## config.mk

```make
export PLATFORM = sky130hd
export DESIGN_NAME = hazard_scoreboard_unit
export DESIGN_NICKNAME = d
export VERILOG_FILES = /design/src/rtl/hazard_scoreboard_unit.sv
export SDC_FILE = /design/constraint.sdc
export NUM_CORES = 1
export LEC_CHECK = 0
export CORE_ASPECT_RATIO = 1.4
export CORE_MARGIN = 3
export CORE_UTILIZATION = 35
export DETAILED_ROUTE_END_ITERATION = 8
export PLACE_DENSITY = 0.68
export SETUP_SLACK_MARGIN = 0.4
export SLEW_MARGIN = 30
export SYNTH_ARGS = -nofsm -noshare
export SYNTH_HDL_FRONTEND = slang
export SYNTH_SLANG_ARGS = --single-unit
```

## constraint.sdc

```tcl
create_clock -name clk -period 6 [get_ports clk]
set_clock_uncertainty 0.05 [all_clocks]
set_input_delay 1.2 -clock clk [delete_from_list [all_inputs] [get_ports clk]]
set_output_delay 1.2 -clock clk [all_outputs]
set_load 0.01 [all_outputs]
```

## src/rtl/hazard_scoreboard_unit.sv

```systemverilog
// hazard_scoreboard_unit: RAW hazard detector beside the ID stage.
// Tracks DEPTH in-flight producers in a shift buffer (slot 0 = EX, slot DEPTH-1 = oldest).
// It compares the ID source registers against that buffer. From the result it drives
// stall, the remaining stall count and the per-operand bypass selects.
// Optional feature macro: FORWARDING_EN. When it is defined, only a load-use hazard
// stalls; every other hazard is resolved by bypass. When it is undefined, every RAW
// hazard stalls and the bypass selects are tied to 0.
module hazard_scoreboard_unit #(
  parameter int unsigned REGISTERWIDTH = 5,
  parameter int unsigned DEPTH         = 3,
  parameter int unsigned CNTWIDTH      = 16,
  localparam int unsigned SW           = $clog2(DEPTH + 1)
) (
  input  logic                     clk,
  input  logic                     reset,
  input  logic                     id_valid,
  input  logic [REGISTERWIDTH-1:0] id_rs1,
  input  logic                     id_rs1_used,
  input  logic [REGISTERWIDTH-1:0] id_rs2,
  input  logic                     id_rs2_used,
  input  logic                     id_wr_en,
  input  logic [REGISTERWIDTH-1:0] id_rd,
  input  logic                     id_is_load,
  input  logic                     flush,
  output logic                     stall,
  output logic [SW-1:0]            stall_cycles,
  output logic [SW-1:0]            fwd_sel_rs1,
  output logic [SW-1:0]            fwd_sel_rs2,
  output logic [CNTWIDTH-1:0]      stall_count
);

  logic [DEPTH-1:0]         valid_q, valid_d;
  logic [DEPTH-1:0]         wr_en_q, wr_en_d;
  logic [REGISTERWIDTH-1:0] rd_q [DEPTH];
  logic [REGISTERWIDTH-1:0] rd_d [DEPTH];
`ifdef FORWARDING_EN
  logic [DEPTH-1:0]         is_load_q, is_load_d;
`else
  logic                     unused_is_load;
`endif
  logic [CNTWIDTH-1:0]      stall_count_q, stall_count_d;

  logic [DEPTH-1:0] live_c;
  logic             rs1_hit_c, rs2_hit_c;
  logic [SW-1:0]    rs1_k_c, rs2_k_c;

  // Youngest live producer matching each operand (r0 is never a hazard)
  always_comb begin
    live_c    = '0;
    rs1_hit_c = 1'b0;
    rs2_hit_c = 1'b0;
    rs1_k_c   = '0;
    rs2_k_c   = '0;
    for (int k = int'(DEPTH) - 1; k >= 0; k--) begin
      live_c[k] = valid_q[k] && wr_en_q[k] && (rd_q[k] != '0);
      if (id_valid && id_rs1_used && live_c[k] && (rd_q[k] == id_rs1)) begin
        rs1_hit_c = 1'b1;
        rs1_k_c   = SW'(k);
      end
      if (id_valid && id_rs2_used && live_c[k] && (rd_q[k] == id_rs2)) begin
        rs2_hit_c = 1'b1;
        rs2_k_c   = SW'(k);
      end
    end
  end

`ifdef FORWARDING_EN
  // Stall only when a load sits in slot 0; otherwise bypass from the youngest match
  always_comb begin
    stall        = 1'b0;
    stall_cycles = '0;
    fwd_sel_rs1  = '0;
    fwd_sel_rs2  = '0;
    if ((rs1_hit_c && (rs1_k_c == '0) && is_load_q[0]) ||
        (rs2_hit_c && (rs2_k_c == '0) && is_load_q[0])) begin
      stall        = 1'b1;
      stall_cycles = SW'(1);
    end else begin
      if (rs1_hit_c) fwd_sel_rs1 = rs1_k_c + SW'(1);
      if (rs2_hit_c) fwd_sel_rs2 = rs2_k_c + SW'(1);
    end
  end
`else
  logic [SW-1:0] kmin_c;

  // Stall on any match until the youngest matching producer leaves the buffer
  always_comb begin
    stall        = 1'b0;
    stall_cycles = '0;
    fwd_sel_rs1  = '0;
    fwd_sel_rs2  = '0;
    kmin_c       = '0;
    if (rs1_hit_c && rs2_hit_c) kmin_c = (rs1_k_c < rs2_k_c) ? rs1_k_c : rs2_k_c;
    else if (rs1_hit_c)         kmin_c = rs1_k_c;
    else                        kmin_c = rs2_k_c;
    if (rs1_hit_c || rs2_hit_c) begin
      stall        = 1'b1;
      stall_cycles = SW'(DEPTH) - kmin_c;
    end
  end

  // The load flag only matters when bypassing is built in
  assign unused_is_load = id_is_load;
`endif

  // Shift the buffer each cycle; slot 0 takes the issuing instruction or a bubble
  always_comb begin
    valid_d    = '0;
    wr_en_d    = '0;
    for (int k = 0; k < int'(DEPTH); k++) rd_d[k] = '0;
`ifdef FORWARDING_EN
    is_load_d    = '0;
    is_load_d[0] = id_is_load;
`endif
    valid_d[0] = id_valid && !stall && !flush;
    wr_en_d[0] = id_wr_en;
    rd_d[0]    = id_rd;
    for (int k = 1; k < int'(DEPTH); k++) begin
      valid_d[k] = valid_q[k-1] && !flush;
      wr_en_d[k] = wr_en_q[k-1];
      rd_d[k]    = rd_q[k-1];
`ifdef FORWARDING_EN
      is_load_d[k] = is_load_q[k-1];
`endif
    end
    stall_count_d = stall_count_q;
    if (stall && !(&stall_count_q)) stall_count_d = stall_count_q + CNTWIDTH'(1);
  end

  // State registers with synchronous reset
  always_ff @(posedge clk) begin
    if (reset) begin
      valid_q       <= '0;
      wr_en_q       <= '0;
      for (int k = 0; k < int'(DEPTH); k++) rd_q[k] <= '0;
`ifdef FORWARDING_EN
      is_load_q     <= '0;
`endif
      stall_count_q <= '0;
    end else begin
      valid_q       <= valid_d;
      wr_en_q       <= wr_en_d;
      for (int k = 0; k < int'(DEPTH); k++) rd_q[k] <= rd_d[k];
`ifdef FORWARDING_EN
      is_load_q     <= is_load_d;
`endif
      stall_count_q <= stall_count_d;
    end
  end

  assign stall_count = stall_count_q;

endmodule
```

==> results of run 1 <==
[state kept, by name, summed over array words and instances (netlist names)]
name and count:
wr_en_q 3, stall_count 16, rd_q 15, valid_q 3
[critical path: cells and delay by family]
family / cells / cell delay, ns
AOI/OAI and AO/OA: 3 / 0.34
xor gates and xnor gates: 1 / 0.15
adders and majority gates: 1 / 0.33
buffers and inverters: 2 / 1.05
and+or+nand+nor: 4 / 1.03
[power groups by stage]
stage	logic, mW	registers, mW	clock network (mW)
2_1_floorplan	0.0317	0.261	0
3_3_place_gp	0.0515	0.263	0
3_5_place_dp	0.0525	0.263	0
4_1_cts	0.0528	0.257	0.184
5_1_grt	0.0585	0.258	0.193
6_report	0.0532	0.257	0.178
[per-layer routing]
| layer | GRT usage (%) | part of all wire [%] |
|---|---|---|
| met5 | 0 | 0 |
| met4 | 8.23 | 3.8 |
| met3 | 2.51 | 3.9 |
| met2 | 23.5 | 48 |
| met1 | 17.6 | 44 |
[worst paths after layout]
kind         cells past startpoint                           to
min                              1        wr_en_q[1]$_SDFF_PP0_
max                             11              stall_cycles[0]
max reg2reg                      6  stall_count[0]$_SDFFE_PP0P_
min reg2reg                      1        wr_en_q[1]$_SDFF_PP0_
[final cells by class]
| cell class | count | share of cell area (%) |
|---|---|---|
| clock buffer | 5 | 2.49 |
| clock inverter | 3 | 0.814 |
| inverter | 4 | 0.542 |
| multi-input combinational | 191 | 51.5 |
| sequential | 37 | 26.8 |
| tap | 70 | 3.16 |
| timing repair buffer | 41 | 14.7 |
[what timing repair did]
item,in CTS,in global routing
resized for setup,0,2
hold endpoints to repair,0,0
setup endpoints to repair,0,1
[through the flow]
stage	util [%]	setup WS [ns]	power, mW
floorplan	-	1.86	0.293
global placement	44.1	0.608	0.314
detailed placement	44.1	0.530	0.315
CTS	45.6	0.523	0.493
global route	45.9	0.406	0.510
finish	45.9	0.652	0.488
[synth_stat cells, types with 4 or more instances]
| cell | number |
|---|---|
| dfxtp_1 | 37 |
| nor2b_1 | 32 |
| xnor2_1 | 24 |
| nor2_1 | 20 |
| nand2_1 | 11 |
| nand4_1 | 11 |
| a21oi_1 | 8 |
| a21oi_2 | 7 |
| mux2_1 | 7 |
| mux2_4 | 7 |
| nand3_1 | 7 |
| clkbuf_1 | 6 |
| nor4_2 | 6 |
| xor2_1 | 6 |
| and3_1 | 4 |
| buf_4 | 4 |
| inv_1 | 4 |
| nand2b_1 | 4 |
[kinds of logic after synthesis]
family	Yosys count
AND/OR/NAND/NOR	111
flip-flops	37
XOR/XNOR	30
AO/OA/AOI/OAI	27
multiplexers	16
buffers and inverters	16
adder cells (fa/ha/maj)	3
other	1
==> impl_metrics.py, run 1 <==
metrics = {
    "critical_path": {
        "regToRegSetupSlack_ns": 3.23,
        "worstSetupStartpointType": "primary input",
        "critPathRequiredTime_ns": 4.75,
        "critPathLaunch": "id_rs1[4]",
        "rr_startpoint": "rd_q[0][11]$_SDFF_PP0_",
        "cpMostUsedCell": "clkdlybuf4s50_1",
        "worstPathCellList": "clkdlybuf4s50_1 -> xnor2_1 -> nand4_1 -> nor4_2 -> nor3b_1 -> ha_1 -> nor2_1 -> o21ai_0 -> a22oi_1 -> a21oi_1 -> clkdlybuf4s50_1",
        "cpPeakStageDelay_ns": 0.60,
        "path_max_fanout": 7,
        "crit_slowest_cell": "nor4_2",
        "arrival_ns": 4.10,
        "endpoint_kind": "primary output",
        "timing_worst_setup_path_type": "primary input to primary output",
    },
    "power_and_ir_drop": {
        "clkPwrFrac_pct": 36.5,
        "p_switching_uw": 127,
        "combPwrFrac_pct": 10.9,
        "intPower_uw": 362,
        "power.density_nw_per_um2": 176,
        "ir_drop_v": 0.0000882,
        "sequentialPowerShare_pct": 52.6,
        "p_sw_share_pct": 25.9,
        "power.leakage_nw": 0.979,
    },
    "global_routing": {
        "globalRouteTotalUtil_pct": 14.4,
        "antenna_found_initial": 0,
        "grt_pass1_vias": 1846,
        "grt_max_degree": 51,
        "grt_overflow": 0,
        "grt_pass1_wl_microns": 8420,
    },
    "job": {
        "max-cap-violations": 0,
    },
    "routing": {
        "postRouteAntennaNets": 0,
        "vias": 1828,
        "wl_microns": 4880,
        "route.detailed.drc": 0,
        "avgRoutedWirePerCell_microns": 13.9,
        "drt_iter0_drc": 41,
        "dr.pass1.iters": 4,
        "via_per_inst": 5.21,
    },
    "yosys": {
        "yosysUniqueCellTypes": 39,
        "yosysTopAreaCell": "dfxtp_1",
        "synthMuxAreaShare_pct": 9.16,
        "synth_edf_count": 0,
        "yosysWarnings": 0,
        "synth_top_cell_area_share_pct": 33.3,
        "synth_area_per_cell_sq_um": 9.24,
        "seq_area_frac_synth_pct": 33.3,
        "synthesis.area_sq_um": 2230,
        "synthSimpleGateAreaFrac_pct": 30.4,
        "ys_ff_latch": 37,
        "synth_top_family_by_area": "simple AND/OR/NAND/NOR gates",
        "synth_xor_area_share_pct": 11.8,
        "ys_async_sr_fraction_pct": 0,
        "synth.area.top_cells": "dfxtp_1 (33%), xnor2_1 (9.4%), nor2b_1 (9.0%), mux2_4 (4.7%), mux2_1 (3.5%)",
        "yosys.area_share.adder_pct": 1.69,
        "synth_ff_type": "dfxtp_1",
        "synthesis.instances": 241,
        "synth_compound_area_share_pct": 9.44,
    },
    "floorplan": {
        "dieHeight_microns": 100,
        "start_util_pct": 36.9,
        "core-area_sq_um": 6030,
        "die_area_sq_um": 7370,
        "io_pins": 46,
        "fp.dieW_microns": 73.4,
        "rows": 33,
    },
    "cells_and_area": {
        "final_area_sq_um": 2770,
        "final_nets": 306,
        "layout-drive-gt1-share_pct": 13.2,
        "final_common_cell": "clkdlybuf4s50_1",
        "area_growth_syn_to_layout_pct": 24.3,
        "layout_common_cells": "clkdlybuf4s50_1 (40), dfxtp_1 (37), nor2b_1 (32)",
        "finalNonFillerCells": 351,
        "layout.area.seq_sq_um": 741,
        "diodes": 0,
        "nFillCells": 601,
        "multi_input_area_sq_um": 1430,
    },
    "sta": {
        "slew_viol_final": 0,
        "fmax_ghz": 0.187,
        "final.setup.tns_ns": 0,
        "tightest_slew_ns": 0.844,
        "fin_crit_sh_pct": 89.1,
        "setup_viol": 0,
        "rsz0062_at_grt": "false",
        "hold_viol": 0,
        "whs_ns": 0.419,
        "fin_crit_ns": 5.35,
        "slew_headroom_pct": 43.6,
    },
    "placed_design": {
        "place_hpwl_microns": 3600,
        "io_buffers": 40,
        "place_inst": 343,
        "place_congestion": 0.818,
        "place_area_sq_um": 2660,
    },
    "clock_tree": {
        "clk_latency_ns": 0.29,
        "cts_buffers": 5,
        "hold_buffers": 0,
        "clkTransAtPathRegs_ns": 0.08,
        "clock_path_buffers": 2,
        "cts_tree": "yes",
        "postCtsSetupRepairBufs": 0,
        "htreeDepth": 2,
        "root_buffer": "clkbuf_8",
        "cts.sinks": 37,
    },
    "min_path": {
        "worstHoldPathType": "flop to flop",
        "worstHoldStart": "wr_en_q[0]$_SDFF_PP0_",
    },
    "status": {
        "outcome": "completed",
    },
}
No activity file was read; power rests on OpenSTA's default activity.
==> run 2: changes to the inputs <==
--- a/config.mk
+++ b/config.mk
@@ -9,7 +9,6 @@
 export CORE_MARGIN = 3
 export CORE_UTILIZATION = 35
 export DETAILED_ROUTE_END_ITERATION = 8
-export PLACE_DENSITY = 0.68
 export SETUP_SLACK_MARGIN = 0.4
 export SLEW_MARGIN = 30
 export SYNTH_ARGS = -nofsm -noshare
==> impl_metrics.py, run 2 (synthesized netlist as in run 1, its figures left out) <==
metrics = {
    "floorplan": {
        "fp.dieW_microns": 73.4,
        "dieHeight_microns": 100,
        "die_area_sq_um": 7370,
        "io_pins": 46,
        "core-area_sq_um": 6030,
        "rows": 33,
        "start_util_pct": 36.9,
    },
    "routing": {
        "top_layer": "met4",
        "wl_met1_microns": 2090,
        "avgRoutedWirePerCell_microns": 13.8,
        "met2_length_microns": 2500,
        "wl_microns": 4860,
        "via_per_inst": 5.07,
        "postRouteAntennaNets": 0,
        "route.detailed.drc": 0,
        "wl_met3_microns": 175,
        "vias": 1780,
        "drt_iter0_drc": 66,
        "dr.pass1.iters": 4,
    },
    "sta": {
        "final.setup.tns_ns": 0,
        "slew_viol_final": 0,
        "hold_viol": 0,
        "setup_viol": 0,
        "tightest_slew_ns": 0.850,
        "fin_crit_ns": 5.32,
        "slew_headroom_pct": 43.2,
        "fmax_ghz": 0.188,
        "whs_ns": 0.431,
        "fin_ws_ns": 0.678,
        "rsz0062_at_grt": "false",
        "fin_crit_sh_pct": 88.7,
    },
    "critical_path": {
        "regToRegSetupSlack_ns": 3.20,
        "crit_buf_inv": 2,
        "critPathRequiredTime_ns": 4.75,
        "path_max_fanout": 5,
        "cpMostUsedCell": "clkdlybuf4s50_1",
        "endpoint_kind": "primary output",
        "timing_worst_setup_path_type": "primary input to primary output",
        "crit_family": "simple AND/OR/NAND/NOR gates",
        "reg2reg_depth": 6,
        "arrival_ns": 4.07,
        "cpPeakStageDelay_ns": 0.56,
        "critPathLaunch": "id_rs1[1]",
        "cp_num_cells": 11,
        "cp-endpoint": "stall_cycles[0]",
        "worstSetupStartpointType": "primary input",
        "r2r-end": "stall_count[0]$_SDFFE_PP0P_",
        "crit_slowest_cell": "clkdlybuf4s50_1",
        "worstPathCellList": "clkdlybuf4s50_1 -> xnor2_1 -> nand4_1 -> nor4_4 -> nor3b_1 -> ha_1 -> nor2_1 -> o21ai_0 -> a22oi_1 -> a21oi_1 -> clkdlybuf4s50_1",
        "rr_startpoint": "rd_q[0][11]$_SDFF_PP0_",
    },
    "status": {
        "outcome": "completed",
    },
    "power_and_ir_drop": {
        "totalPowerFinal_uw": 565,
        "power.density_nw_per_um2": 200,
        "power.leakage_nw": 1.00,
        "ir_drop_v": 0.000106,
    },
    "placed_design": {
        "io_buffers": 40,
        "place_congestion": 0.786,
        "post-place-ws_ns": 0.566,
        "place_hpwl_microns": 3620,
    },
    "cells_and_area": {
        "largest_reg_flops": 16,
        "final_nets": 306,
        "layout_common_cells": "clkdlybuf4s50_1 (40), dfxtp_1 (37), nor2b_1 (32)",
        "area_growth_syn_to_layout_pct": 26.6,
        "diodes": 0,
        "layout-drive-gt1-share_pct": 13.2,
        "final_common_cell": "clkdlybuf4s50_1",
    },
    "clock_tree": {
        "cts_tree": "yes",
        "clk_latency_ns": 0.29,
        "cts.sinks": 37,
        "htreeDepth": 2,
        "postCtsSetupRepairBufs": 0,
        "cts_resized": 0,
        "clkTransAtPathRegs_ns": 0.07,
        "clock_path_buffers": 2,
        "root_buffer": "clkbuf_8",
        "hold_buffers": 0,
        "cts_buffers": 5,
    },
    "min_path": {
        "whs_path_depth": 1,
        "worstHoldPathType": "flop to flop",
    },
    "global_routing": {
        "grt_max_degree": 51,
        "globalRouteTotalUtil_pct": 14.1,
        "grt_pass1_wl_microns": 8290,
        "grt_overflow": 0,
        "grt_pass1_vias": 1832,
        "antenna_found_initial": 0,
    },
    "job": {
        "max-cap-violations": 0,
    },
}
## run 2: power by group
group	internal, mW	total [mW]	switching [mW]
sequential	0.251	0.257	0.00618
combinational	0.0287	0.0528	0.0242
clock	0.165	0.255	0.0900
total	0.445	0.565	0.120
## run 2: metrics by stage
| step | instances | cell area (sq um) | util (%) |
|---|---|---|---|
| final | 351 | 2820 | 46.8 |
| after global routing | 351 | 2820 | 46.8 |
| after CTS | 351 | 2790 | 46.3 |
| after detailed placement | 343 | 2660 | 44.1 |
| after global placement | 343 | 2660 | 44.1 |
| after floorplan | 244 | 2240 | - |
## run 2: cell type report
cell class,count,area [sq um]
repair buffers,41,408
inverters,4,15.0
well taps,70,87.6
clock inverters,3,65.1
multi-input cells,191,1430
flip-flops and latches,37,741
fillers,602,3210
clock buffers,5,68.8
## run 2: how the worst min path moves through the flow
stage	from	to	slack, ns
2_1_floorplan	valid_q[0]$_SDFF_PP0_	valid_q[1]$_SDFF_PP0_	0.40
4_1_cts	wr_en_q[0]$_SDFF_PP0_	wr_en_q[1]$_SDFF_PP0_	0.44
3_5_place_dp	valid_q[1]$_SDFF_PP0_	valid_q[2]$_SDFF_PP0_	0.42
6_report	valid_q[1]$_SDFF_PP0_	valid_q[2]$_SDFF_PP0_	0.43
5_1_grt	valid_q[1]$_SDFF_PP0_	valid_q[2]$_SDFF_PP0_	0.45
3_3_place_gp	valid_q[1]$_SDFF_PP0_	valid_q[2]$_SDFF_PP0_	0.41
## run 2: metal layers
| layer | vias to the layer above | global-route usage (%) |
|---|---|---|
| met5 | - | 0 |
| met4 | 0 | 4.74 |
| met3 | 8 | 2.40 |
| met2 | 42 | 25.4 |
| met1 | 823 | 16.5 |
| li1 | 907 | - |
